File: config.mk
export PLATFORM = sky130hd
export DESIGN_NAME = tt_um_seq_signed_unsigned_4x4_multiplier
export DESIGN_NICKNAME = d
export VERILOG_FILES = /design/src/rtl/tt_mult_pkg.sv /design/src/rtl/mult4_seq_core.sv /design/src/rtl/tt_um_seq_signed_unsigned_4x4_multiplier.sv
export SDC_FILE = /design/constraint.sdc
export NUM_CORES = 1
export LEC_CHECK = 0
export BUFFER_PORTS_ARGS = -buffer_cell sky130_fd_sc_hd__buf_2
export CAP_MARGIN = 25
export CORE_ASPECT_RATIO = 1.2
export CORE_UTILIZATION = 33
export DETAILED_ROUTE_END_ITERATION = 12
export PLACE_DENSITY = 0.63
export SLEW_MARGIN = 25
export SYNTH_ARGS = -nofsm -noshare
export SYNTH_HDL_FRONTEND = slang
export SYNTH_SLANG_ARGS = --single-unit
export TNS_END_PERCENT = 1
File: constraint.sdc
create_clock -name clk -period 4 [get_ports clk]
set_input_delay 0.4 -clock clk [delete_from_list [all_inputs] [get_ports clk]]
set_output_delay 0.4 -clock clk [all_outputs]
set_load 0.01 [all_outputs]
File: src/rtl/tt_mult_pkg.sv
// Shared types and constants for the sequential 4x4 signed/unsigned multiplier tile.
package tt_mult_pkg;

  typedef enum logic [1:0] {
    IDLE = 2'd0,
    RUN  = 2'd1,
    DONE = 2'd2
  } state_t;

  localparam int OPW = 4;
  localparam int PW  = 8;

  localparam int UIO_START  = 0;
  localparam int UIO_SIGNED = 1;
  localparam int UIO_BUSY   = 2;
  localparam int UIO_DONE   = 3;

  localparam logic [7:0] UIO_OE_MASK = 8'h0C;

endpackage

File: src/rtl/mult4_seq_core.sv
// FSM, step counter and shift-add datapath: one partial product per enabled clock.
module mult4_seq_core
  import tt_mult_pkg::*;
(
  input  logic          clk_i,
  input  logic          rst_ni,
  input  logic          en_i,
  input  logic          start_i,
  input  logic          signed_i,
  input  logic [OPW-1:0] a_i,
  input  logic [OPW-1:0] b_i,
  output logic          busy_o,
  output logic          done_o,
  output logic [PW-1:0]  product_o
);

  state_t         state_q, state_d;
  logic [1:0]     step_q, step_d;
  logic [PW-1:0]  acc_q, acc_d;
  logic [PW-1:0]  prod_q, prod_d;
  logic [OPW-1:0] a_q, a_d;
  logic [OPW-1:0] b_q, b_d;
  logic           signed_q, signed_d;

  logic [PW-1:0]  aExt;
  logic [PW-1:0]  addend;
  logic [PW-1:0]  accStep;

  // Two's-complement weight of B[3] is negative, so the last signed step subtracts.
  always_comb begin
    aExt    = signed_q ? {{(PW-OPW){a_q[OPW-1]}}, a_q} : {{(PW-OPW){1'b0}}, a_q};
    addend  = aExt << step_q;
    accStep = acc_q;
    if (b_q[step_q]) begin
      if (signed_q && (step_q == 2'd3)) accStep = acc_q - addend;
      else                              accStep = acc_q + addend;
    end
  end

  always_comb begin
    state_d  = state_q;
    step_d   = step_q;
    acc_d    = acc_q;
    prod_d   = prod_q;
    a_d      = a_q;
    b_d      = b_q;
    signed_d = signed_q;
    unique case (state_q)
      IDLE, DONE: begin
        if (start_i) begin
          a_d      = a_i;
          b_d      = b_i;
          signed_d = signed_i;
          acc_d    = '0;
          step_d   = '0;
          state_d  = RUN;
        end
      end
      RUN: begin
        acc_d  = accStep;
        step_d = step_q + 2'd1;
        if (step_q == 2'd3) begin
          prod_d  = accStep;
          state_d = DONE;
        end
      end
      default: state_d = IDLE;
    endcase
  end

  always_ff @(posedge clk_i or negedge rst_ni) begin
    if (!rst_ni) begin
      state_q  <= IDLE;
      step_q   <= '0;
      acc_q    <= '0;
      prod_q   <= '0;
      a_q      <= '0;
      b_q      <= '0;
      signed_q <= 1'b0;
    end else if (en_i) begin
      state_q  <= state_d;
      step_q   <= step_d;
      acc_q    <= acc_d;
      prod_q   <= prod_d;
      a_q      <= a_d;
      b_q      <= b_d;
      signed_q <= signed_d;
    end
  end

  assign busy_o    = (state_q == RUN);
  assign done_o    = (state_q == DONE);
  assign product_o = prod_q;

endmodule

File: src/rtl/tt_um_seq_signed_unsigned_4x4_multiplier.sv
// TinyTapeout wrapper: pin packing, enable gating and the fixed uio direction mask.
module tt_um_seq_signed_unsigned_4x4_multiplier
  import tt_mult_pkg::*;
(
  input  logic       clk,
  input  logic       rst_n,
  input  logic       ena,
  input  logic [7:0] ui_in,
  input  logic [7:0] uio_in,
  output logic [7:0] uo_out,
  output logic [7:0] uio_out,
  output logic [7:0] uio_oe
);

  logic busy;
  logic done;
  logic unusedPins;

  mult4_seq_core u_core (
    .clk_i     (clk),
    .rst_ni    (rst_n),
    .en_i      (ena),
    .start_i   (uio_in[UIO_START]),
    .signed_i  (uio_in[UIO_SIGNED]),
    .a_i       (ui_in[3:0]),
    .b_i       (ui_in[7:4]),
    .busy_o    (busy),
    .done_o    (done),
    .product_o (uo_out)
  );

  always_comb begin
    uio_out           = '0;
    uio_out[UIO_BUSY] = busy;
    uio_out[UIO_DONE] = done;
  end

  assign uio_oe     = UIO_OE_MASK;
  assign unusedPins = ^uio_in[7:2];

endmodule

## Word-level counts from Yosys, hierarchy flattened

Index checks and enable logic that the tools add are counted.

- Input bits: 19
- Output and inout port bits: 24
- Register bits after elaboration: 29
- Logic and storage cells: 37

- Muxes and demuxes: 12
- Shift-type cells: 1
- Add/subtract/negate cells: 3
- Eq/ne operators: 5
- Reduce and logical (&&, ||, !) cells: 8
- Order comparisons: 1

Operator list:

| cell | count |
|---|---|
| $mux W8 | 4 |
| $pmux W8 S2 | 1 |
| $reduce_and A3 Y1 | 4 |
| $add A8 B8 Y8 | 1 |
| $pmux W2 S2 | 2 |
| $shl A8 B2 Y8 | 1 |
| $sub A8 B8 Y8 | 1 |
| $mux W2 | 3 |
| $eq A2 B2 Y1 const B | 2 |
| $lt A2 B3 Y1 const B | 1 |
| $add A2 B1 Y2 const B | 1 |
| $bmux W1 S2 | 1 |
| $eq A2 B1 Y1 const B | 1 |
| $logic_not A2 Y1 | 1 |
| $ne A2 B1 Y1 const B | 1 |
| $ne A2 B2 Y1 const B | 1 |
| $reduce_bool A2 Y1 | 1 |
| $reduce_or A2 Y1 | 1 |
| $logic_and A1 B1 Y1 | 1 |
| $mux W1 | 1 |

## Logic depth before layout (Yosys ltp)

Gate-level depths: netlist of run 1.

- Depth after elaboration: 6
- Depth in mapped cells: 15
- Depth with buffers taken out: 14

## Hierarchy

Synthesis of run 1 repeated with hierarchy kept, for this count alone.

- Cells, all modules: 214
- Area, all modules: 1,961.9 um^2

Modules (own cells, without submodules):

| module | times used | area each (um^2) | cells each | sequential area each (um^2) |
|---|---|---|---|---|
| mult4_seq_core | 1 | 1,834.3 | 196 | 725.7 |
| tt_um_seq_signed_unsigned_4x4_multiplier | 1 | 127.6 | 18 | 0.0 |

## Worst setup path after synthesis of run 1

Ideal clock, no wire load.

- Path kind: register -> register
- Start: register u_core.step_q[0]
- End: register u_core.acc_q[7]
- Buffers on the path: 1
- Data arrival time: 2,897 ps
- Setup time: 79 ps
- Stages on the path, launching flop included: 16
- Required time: 3,921 ps
- Setup slack: 1,023 ps
- Cell sequence: dfrtp_1 > ha_1 > clkbuf_1 > a21oi_1 > o21ai_0 > a21bo_2 > inv_1 > a21oi_1 > xor2_1 > ha_1 > o21ai_0 > a31oi_1 > or3_1 > a21oi_1 > xnor2_1 > mux2i_1

- Word-level cells in the longest chain between the ends: 5

RTL lines:

| element | line | source |
|---|---|---|
| start, declared | mult4_seq_core.sv:18 | `logic [1:0] step_q, step_d;` |
| start signal, assigned | mult4_seq_core.sv:82 | `step_q <= step_d;` |
| $shl A8 B2 Y8 or $eq A2 B2 Y1 (tied branches) | mult4_seq_core.sv:32, mult4_seq_core.sv:35 |  |
| $add A8 B8 Y8, or another cell as far along | mult4_seq_core.sv:36 | `else accStep = acc_q + addend;` |
| $mux W8 | mult4_seq_core.sv:35 | `if (signed_q && (step_q == 2'd3)) accStep = acc_q - addend;` |
| $mux W8 * | mult4_seq_core.sv:34 | `if (b_q[step_q]) begin` |
| $pmux W8 S2 * | mult4_seq_core.sv:48 | `unique case (state_q)` |
| end signal, assigned | mult4_seq_core.sv:75 | `acc_q <= '0;` |
| end signal, assigned | mult4_seq_core.sv:83 | `acc_q <= acc_d;` |
| end, declared | mult4_seq_core.sv:19 | `logic [PW-1:0] acc_q, acc_d;` |

Mark *: on every way between the ends. The rest lies on a longest branch, timed or not. The select of a mux whose other input is x is not followed.
A chain may end at the register's enable or synchronous reset.

## Final worst setup path of run 1

- Start: register u_core.step_q[1]
- End: register u_core.prod_q[7], in the netlist u_core.product_o[7]

- Word-level cells in the longest chain between the ends: 4

RTL lines:

| element | line | source |
|---|---|---|
| $shl A8 B2 Y8 or $eq A2 B2 Y1 (tied branches) | mult4_seq_core.sv:32, mult4_seq_core.sv:35, mult4_seq_core.sv:62 |  |
| $add A8 B8 Y8, or another cell as far along | mult4_seq_core.sv:36 |  |
| $mux W8 | mult4_seq_core.sv:35 |  |
| $mux W8 | mult4_seq_core.sv:34 |  |
| end signal, assigned | mult4_seq_core.sv:84 | `prod_q <= prod_d;` |
| end, declared | mult4_seq_core.sv:20 | `logic [PW-1:0] prod_q, prod_d;` |

Parallel ways exist; a longest one is shown, timed or not. The select of a mux whose other input is x is not followed.

==> impl_metrics.ini, run 1 <==
[yosys]
ys.warnings.count = 0
syn_inst = 204
ys_seq_elements = 29
ys_types = 42
yosysSeqAreaShare = 0.368
syn_area_per_cell_um2 = 9.66
syn_area_um2 = 1970

[place]
gp_congestion = 0.756
hpwl_um = 2670
place.port_buffers = 22
postPlaceCellArea_um2 = 2070

[setup_path]
critPathCaptureType = flop
reg2reg_to = u_core.product_o[7]
crit_slowest_cell = dfrtp_1
cp.buffers_inverters = 1
startpoint_type = flop
crit_top_cell = a21oi_1
reg2reg_setup_slack_ps = 500
crit_family = compound AO/OA/AOI/OAI gates
crit_required_ps = 4200
path_max_fanout = 15
reg2reg_depth = 14
crit_chain = ha_1 -> a21oi_1 -> o21ai_0 -> a21bo_2 -> inv_1 -> a21oi_1 -> xor2_1 -> ha_1 -> o21ai_0 -> a31oi_1 -> or3_1 -> a21oi_1 -> xnor2_1 -> mux2i_1
critPathMaxStageDelay_ps = 640
worstReg2RegStart = u_core.step_q[1]
critPathKind = reg -> reg
cp.arrival_ps = 3710

[cells_and_area]
antenna_cells = 0
postLayoutCoreUtil = 0.384
final_cell_mix = 29 x nand2_1, 29 x dfrtp_1, 22 x buf_2
nFillCells = 595
area_growth_pct = 11.2
final_nets = 250
drive_gt1_frac = 0.233
final_area_um2 = 2190

[cts]
postCtsHoldBufs = 0
clkTransAtPathRegs_ps = 70
postCtsResizedCells = 0
clk_path_buf_depth = 2
cts_max_level = 2
clockRootBuffer = clkbuf_8
clkLatencyLatePin_ps = 290
cts-buffers-inserted = 5
cts_tree = built
post_cts_buffers = 0
cts_sinks = 29

[timing]
period_share = 0.876
rsz0062_at_grt = false
fin_worst_skew_ps = 9.74
finalMaxSlewViolations = 0
worst_slew_pin_slew_ps = 814
max_freq_mhz = 285
fin_tns_setup_ps = 0
maxSlewHeadroom = 0.456
hold_violations = 0
setup_viol = 0
period_needed_ps = 3500

[flow_run]
cap_violations = 0

[detailed_routing]
via_per_inst = 4.59
wl_um = 3650
drt_iter0_drc = 39
post_drt_wl_per_cell_um = 12.0
drt-pass1-iter-count = 4
detail-route-antenna-nets = 0
post-route-drc-count = 0
vias = 1392

[global_routing]
grt_max_degree = 30
grt_antenna_before_repair = 0
grt_pass1_vias = 1248
grt.overflow.total = 0
grt_pass1_wl_um = 6090
track_usage = 0.131

[run_status]
status = finished, final reports clean

[worst_hold_path]
hold_path.class = in -> async

[floorplan]
placementRows = 30
coreArea_um2 = 5710
die_height_um = 86.7
ios = 43
initial_core_util = 0.345
die_w_um = 72.5
die_area_um2 = 6290
[metrics by stage]
| step | hold slack, ps | setup slack (ps) | cells |
|---|---|---|---|
| 6_report | 135 | 496 | 303 |
| 3_5_place_dp | 465 | 522 | 295 |
| 4_1_cts | 157 | 482 | 303 |
| 2_1_floorplan | 104 | 1020 | 216 |
| 3_3_place_gp | 459 | 613 | 295 |
| 5_1_grt | 197 | 219 | 303 |
[metal layers]
| metal | track usage | routed length (um) |
|---|---|---|
| met1 | 0.161 | 1640 |
| met2 | 0.206 | 1810 |
| met3 | 0.0395 | 132 |
| met4 | 0.0642 | 75 |
| met5 | 0 | 0 |
[cells by family after synthesis]
logic type                 Yosys count  synth area share
and+or+nand+nor                     57             0.141
AOI/OAI and AO/OA                   40             0.128
DFF                                 29             0.368
buffers and inverters               29            0.0914
muxes                               25             0.149
xor gates and xnor gates            13            0.0578
adders and majority gates            9            0.0610
other                                2           0.00381
[final cells by class]
| type | count | area, um2 | area share |
|---|---|---|---|
| Inverter | 5 | 18.8 | 0.00856 |
| Clock inverter | 2 | 37.5 | 0.0171 |
| Tap cell | 80 | 100 | 0.0457 |
| Clock buffer | 6 | 82.6 | 0.0377 |
| Sequential cell | 29 | 726 | 0.331 |
| Multi-Input combinational cell | 158 | 1110 | 0.506 |
| Timing Repair Buffer | 23 | 118 | 0.0537 |
[Yosys cell counts]
cell type,n,area (um2)
fa_1,1,20.0
nand4_1,1,6.26
conb_1,2,7.51
clkbuf_1,4,15.0
a21bo_2,1,10.0
mux2_1,2,22.5
o41ai_2,1,16.3
xor2_1,8,70.1
nand3_1,7,35.0
nor3_1,1,5.00
o21a_1,1,7.51
or3_1,1,6.26
a21o_1,3,22.5
mux4_2,1,22.5
nand3b_1,3,22.5
mux2i_1,8,80.1
inv_1,5,18.8
a31o_2,1,8.76
xnor2_1,5,43.8
a21oi_1,8,40.0
mux2i_4,1,22.5
ha_1,8,100
buf_6,1,11.3
nor2_1,3,11.3
buf_4,16,120
o221ai_2,1,15.0
buf_2,3,15.0
a211o_1,1,8.76
nand2_2,1,6.26
and2_1,3,18.8
o21bai_1,1,7.51
a31oi_1,1,6.26
a22o_1,1,8.76
nor3b_1,2,15.0
and2b_2,1,8.76
dfrtp_1,29,726
and3_1,1,6.26
o21ai_0,20,100
nand2_1,29,109
nand4b_1,1,8.76
nor2b_1,3,18.8
mux2_2,13,146
[state kept, by name, summed over array words and instances, names as in the netlist]
register          flops
u_core.product_o      8
u_core.state_q        2
u_core.b_q            4
u_core.signed_q       1
u_core.a_q            4
u_core.acc_q          8
u_core.step_q         2
[how the worst max path moves through the flow]
stage | start | to | slack (ps) | cells past startpoint
after floorplan | u_core.step_q[0] | u_core.acc_q[7] | 1020 | 15
after global placement | u_core.step_q[1] | u_core.acc_q[7] | 610 | 14
after detailed placement | u_core.step_q[1] | u_core.product_o[7] | 520 | 14
after CTS | u_core.step_q[1] | u_core.product_o[7] | 480 | 14
after global routing | u_core.step_q[1] | u_core.product_o[7] | 220 | 14
final | u_core.step_q[1] | u_core.product_o[7] | 500 | 14
Power of run 1 is left out: the tool's default activity adds up to more than one toggle a clock period on the data nets, which glitch-free logic cannot reach.
==> run 2, diff against run 1 <==
- ABC_AREA: default -> 1
==> impl_metrics.ini, run 2 <==
[floorplan]
die_area_um2 = 6230
initial_core_util = 0.345
ios = 43
placementRows = 30
die_w_um = 72.2
die_height_um = 86.3
coreArea_um2 = 5670

[detailed_routing]
via_per_inst = 4.45
drt_iter0_drc = 36
drt-pass1-iter-count = 4
post_drt_wl_per_cell_um = 10.2
wl_um = 3580
post-route-drc-count = 0
vias = 1558
detail-route-antenna-nets = 0

[cells_and_area]
drive_gt1_frac = 0.189
final_common_cell = nand2_1
postLayoutCoreUtil = 0.376
final_nets = 299
nFillCells = 601
final_cell_mix = 69 x nand2_1, 29 x dfrtp_1, 26 x inv_1
antenna_cells = 0
area_growth_pct = 9.03

[worst_hold_path]
hold_path.class = in -> async

[place]
hpwl_um = 2740
place.port_buffers = 22
gp_congestion = 0.804

[yosys]
synthTopCellsByCount = 69 x nand2_1, 29 x dfrtp_1, 26 x inv_1
syn_inst = 250
async_flop_share = 1.00
ys_seq_elements = 29
syn_area_per_cell_um2 = 7.81
ys_types = 26
ys.warnings.count = 0
synth-edff-count = 0
synth.largest_area_cell = dfrtp_1
syn_area_um2 = 1950
synth-main-ff-cell = dfrtp_1
synth.area.top_cells = dfrtp_1 37%, nand2_1 13%, buf_4 6.1%, ha_1 5.1%, inv_1 5.0%
synth_top_area_share = 0.372
yosysSeqAreaShare = 0.372
yosysMostFrequentCell = nand2_1

[timing]
finalMaxSlewViolations = 0
worst_slew_pin_slew_ps = 656
rsz0062_at_grt = false
hold_violations = 0
period_share = 0.721
max_freq_mhz = 347
fin_tns_setup_ps = 0
maxSlewHeadroom = 0.562
setup_viol = 0
fin_worst_skew_ps = 4.11
period_needed_ps = 2880

[pwr]
p_leak_nw = 1.17
peakVddDrop_mv = 0.396
power_mw = 1.98
cellPowerDensity_nw_per_um2 = 932

[setup_path]
worstReg2RegStart = u_core.step_q[0]
critPathCaptureType = flop
crit_required_ps = 4170
critPathKind = reg -> reg
cp-startpoint = u_core.step_q[0]
path_max_fanout = 10
cp.arrival_ps = 3060
reg2reg_setup_slack_ps = 1120
reg2reg_to = u_core.product_o[6]
endpoint = u_core.product_o[6]
startpoint_type = flop
reg2reg_depth = 15

[cts]
cts_max_level = 2
postCtsResizedCells = 0
cts-buffers-inserted = 5
clkLatencyLatePin_ps = 280
clkTransAtPathRegs_ps = 60
clk_path_buf_depth = 2
postCtsHoldBufs = 0
post_cts_buffers = 0
cts_sinks = 29
cts_tree = built
clockRootBuffer = clkbuf_8

[global_routing]
grt_pass1_wl_um = 6430
grt_antenna_before_repair = 0
grt_max_degree = 30
track_usage = 0.133
grt_pass1_vias = 1484
grt.overflow.total = 0

[run_status]
status = finished, final reports clean

[flow_run]
cap_violations = 0
## run 2: cell count changes in the layout (fill, tap and decap cells not counted), moves of 4 or more
cell	previous run	this run
inv_1	5	26
mux2_2	13	6
mux2i_1	8	0
nand2_1	29	69
nand2_2	1	9
nand3_1	7	16
nor2_1	3	11
o22ai_1	0	6
xnor2_1	5	1
## run 2: power by group
group | switching, mW | internal (mW)
registers | 0.0933 | 0.409
logic | 0.774 | 0.487
clock network | 0.107 | 0.114
total | 0.975 | 1.01
## run 2: cells by family after synthesis
logic type	after synthesis	share of synthesized area
other	2	0.00385
XOR/XNOR	10	0.0448
multiplexers	6	0.0346
flip-flops	29	0.372
AO/OA/AOI/OAI	35	0.0961
adder cells (fa/ha/maj)	9	0.0615
AND/OR/NAND/NOR	111	0.253
buffers and inverters	48	0.135
## run 2: worst min path at each step
| stage | from | endpoint | slack, ps | cells after the start |
|---|---|---|---|---|
| after floorplan | rst_n | u_core.a_q[0] | 100 | 0 |
| after detailed placement | u_core.product_o[7] | u_core.product_o[7] | 460 | 2 |
| after global routing | rst_n | u_core.a_q[1] | 210 | 1 |
| after global placement | u_core.product_o[7] | u_core.product_o[7] | 460 | 2 |
| after CTS | rst_n | u_core.a_q[0] | 180 | 1 |
| final | rst_n | u_core.a_q[1] | 140 | 1 |
## run 2: final cells by class
class	instances	area [um2]	area share
Timing Repair Buffer	22	110	0.0517
Clock buffer	5	68.8	0.0323
Inverter	28	110	0.0517
Tap cell	80	100	0.0470
Clock inverter	1	5.00	0.00235
Multi-Input combinational cell	185	1010	0.474
Sequential cell	29	726	0.341
## run 2: metrics by stage
step	cells	area [um2]	hold slack [ps]	setup WS [ps]
after floorplan	262	2000	104	1590
after global placement	344	2060	458	1130
after detailed placement	344	2060	463	1100
after CTS	350	2130	180	1070
after global routing	350	2130	206	710
final	350	2130	143	1120
## run 2: metal layers
metal / vias up / part of all wire / global-route usage
met4: 0 / 0.026 / 0.0553
met2: 43 / 0.50 / 0.230
met5: - / 0 / 0
met1: 696 / 0.44 / 0.150
li1: 810 / - / -
met3: 9 / 0.041 / 0.0407
## run 2: worst max-delay path, cell delays in order, from the launching register on
cell,delay [ps]
dfrtp_1,530
ha_1,330
nand2_1,190
inv_1,120
o21ai_0,170
nand2_1,120
fa_1,440
nand3_1,80
nand2_1,90
a21oi_1,150
nor2_1,60
nor2_1,110
xor2_1,150
o21ai_0,120
nand2_1,90
nand2_1,40
(Power assumes the default switching activity.)
==> run 3, diff against run 2 <==
- clock period: 4 -> 2.84 ns (I/O delays scaled with it)
==> impl_metrics.ini, run 3 (synthesis results as in run 2) <==
[cts]
cts_sinks = 29
clockRootBuffer = clkbuf_8
cts_max_level = 2
clkLatencyLatePin_ps = 280
cts-buffers-inserted = 5
postCtsHoldBufs = 0
clkTransAtPathRegs_ps = 70
clk_path_buf_depth = 2
cts_tree = built

[flow_run]
cap_violations = 0

[timing]
hold_violations = 0
holdWs_ps = 29.9
period_share = 0.936
worst_slack_ps = 181
period_needed_ps = 2660
maxSlewHeadroom = 0.556
setup_viol = 0
max_freq_mhz = 376
worst_slew_pin_slew_ps = 666
fin_worst_skew_ps = 5.99
fin_tns_setup_ps = 0
rsz0062_at_grt = true
finalMaxSlewViolations = 0

[pwr]
peakVddDrop_mv = 0.575
power_mw = 3.00
cellPowerDensity_nw_per_um2 = 1340
power_frac_clock = 0.111
p_leak_nw = 1.21
p_int_mw = 1.53
p_sw_frac = 0.490
p_comb_frac = 0.650
p_seq_frac = 0.239
switchingPower_mw = 1.47

[setup_path]
reg2reg_depth = 20
critPathCaptureType = flop
critPathKind = reg -> reg
startpoint_type = flop
crit_slowest_cell = dfrtp_2
crit_family = simple AND/OR/NAND/NOR gates
crit_top_cell = nand2_2
critPathMaxStageDelay_ps = 500
crit_required_ps = 3010
cp.arrival_ps = 2830
cp.buffers_inverters = 2
crit_chain = inv_6 -> nand2_4 -> nand2_2 -> nand2_2 -> nand2_2 -> nor2_4 -> nand3_2 -> o21ai_2 -> xnor2_1 -> ha_1 -> a21oi_2 -> o21ai_1 -> a31oi_1 -> inv_1 -> nand2_2 -> nand3_1 -> nand2_1 -> nand2_2 -> nand2_1 -> nand2_1
path_depth = 20
path_max_fanout = 8

[detailed_routing]
vias = 1586
post_drt_wl_per_cell_um = 10.6
detail-route-antenna-nets = 0
post-route-drc-count = 0
drt-pass1-iter-count = 4
drt_iter0_drc = 47
via_per_inst = 4.42
wl_um = 3800

[floorplan]
placementRows = 30
coreArea_um2 = 5670
ios = 43
die_w_um = 72.2
initial_core_util = 0.345
die_height_um = 86.3
die_area_um2 = 6230

[global_routing]
grt_max_degree = 30
grt.overflow.total = 0
grt_antenna_before_repair = 0
grt_pass1_wl_um = 6540
grt_pass1_vias = 1514
track_usage = 0.134

[cells_and_area]
nFillCells = 587
multi_input_area_um2 = 1050
postLayoutCoreUtil = 0.394
ff_latch_area_um2 = 728
final_nets = 306
final_cell_mix = 64 x nand2_1, 27 x dfrtp_1, 26 x inv_1
final_area_um2 = 2230
antenna_cells = 0
layout.cells.non_filler = 359
drive_gt1_frac = 0.262
final_common_cell = nand2_1
area_growth_pct = 14.2

[run_status]
status = finished, final reports clean

[place]
pre_cts_slack_ps = 50.4
place.port_buffers = 22
hpwl_um = 2840
dp.cells = 348
gp_congestion = 0.774
postPlaceCellArea_um2 = 2090

[worst_hold_path]
hold_path.class = in -> async
[run 3: cell types whose count changed in the layout (fill, tap and decap cells not counted), moves of 2 or more]
cell	previous run	this run
buf_4	0	7
nand2_1	69	64
nand2_2	9	14
a21oi_1	8	5
a21oi_2	0	3
o21ai_0	19	16
dfrtp_1	29	27
dfrtp_2	0	2
o21ai_1	0	2
[run 3: worst paths after layout]
check                                    startpoint             endpoint  slack [ps]
worst max-delay path               u_core.step_q[0]      u_core.acc_q[7]         180
max in group asynchronous                     rst_n     u_core.step_q[0]        2340
worst min-delay path                          rst_n        u_core.a_q[1]          30
worst max register to register     u_core.step_q[0]      u_core.acc_q[7]         180
worst min register to register  u_core.product_o[4]  u_core.product_o[4]         480
min in group clk                           ui_in[5]        u_core.b_q[1]         230
[run 3: final cells by class]
cell class                 count  share of cell area
multi-input combinational    185               0.469
timing repair buffer          29              0.0729
clock inverter                 2             0.00449
inverter                      28              0.0494
clock buffer                   6              0.0325
sequential                    29               0.326
tap                           80              0.0449
[run 3: repair_timing]
action	in CTS	in global routing
buffers inserted	0	3
gates resized for setup	1	16
pin swaps	0	11
setup endpoints to repair	1	4
[run 3: worst reg2reg max path, stage by stage (launching register included)]
cell and delay, ps:
dfrtp_2 500, inv_6 70, nand2_4 60, nand2_2 60, nand2_2 70, nand2_2 70, nor2_4 160, nand3_2 100
o21ai_2 150, xnor2_1 150, ha_1 300, a21oi_2 140, o21ai_1 70, a31oi_1 200, inv_1 80, nand2_2 80
nand3_1 60, nand2_1 90, nand2_2 60, nand2_1 50, nand2_1 50
[run 3: power groups by stage]
| stage | combinational (mW) | sequential [mW] | clock, mW |
|---|---|---|---|
| 3_3_place_gp | 1.78 | 0.712 | 0 |
| 5_1_grt | 2.21 | 0.742 | 0.356 |
| 3_5_place_dp | 1.83 | 0.718 | 0 |
| 4_1_cts | 1.84 | 0.712 | 0.347 |
| 6_report | 1.95 | 0.716 | 0.334 |
| 2_1_floorplan | 1.49 | 0.696 | 0 |
[run 3: per-layer routing]
metal,wire (um),global-route usage,vias up,part of all wire
met5,0,0,-,0
met4,66,0.0481,0,0.017
met3,127,0.0314,6,0.033
met1,1620,0.146,727,0.43
met2,1980,0.248,35,0.52
li1,-,-,818,-
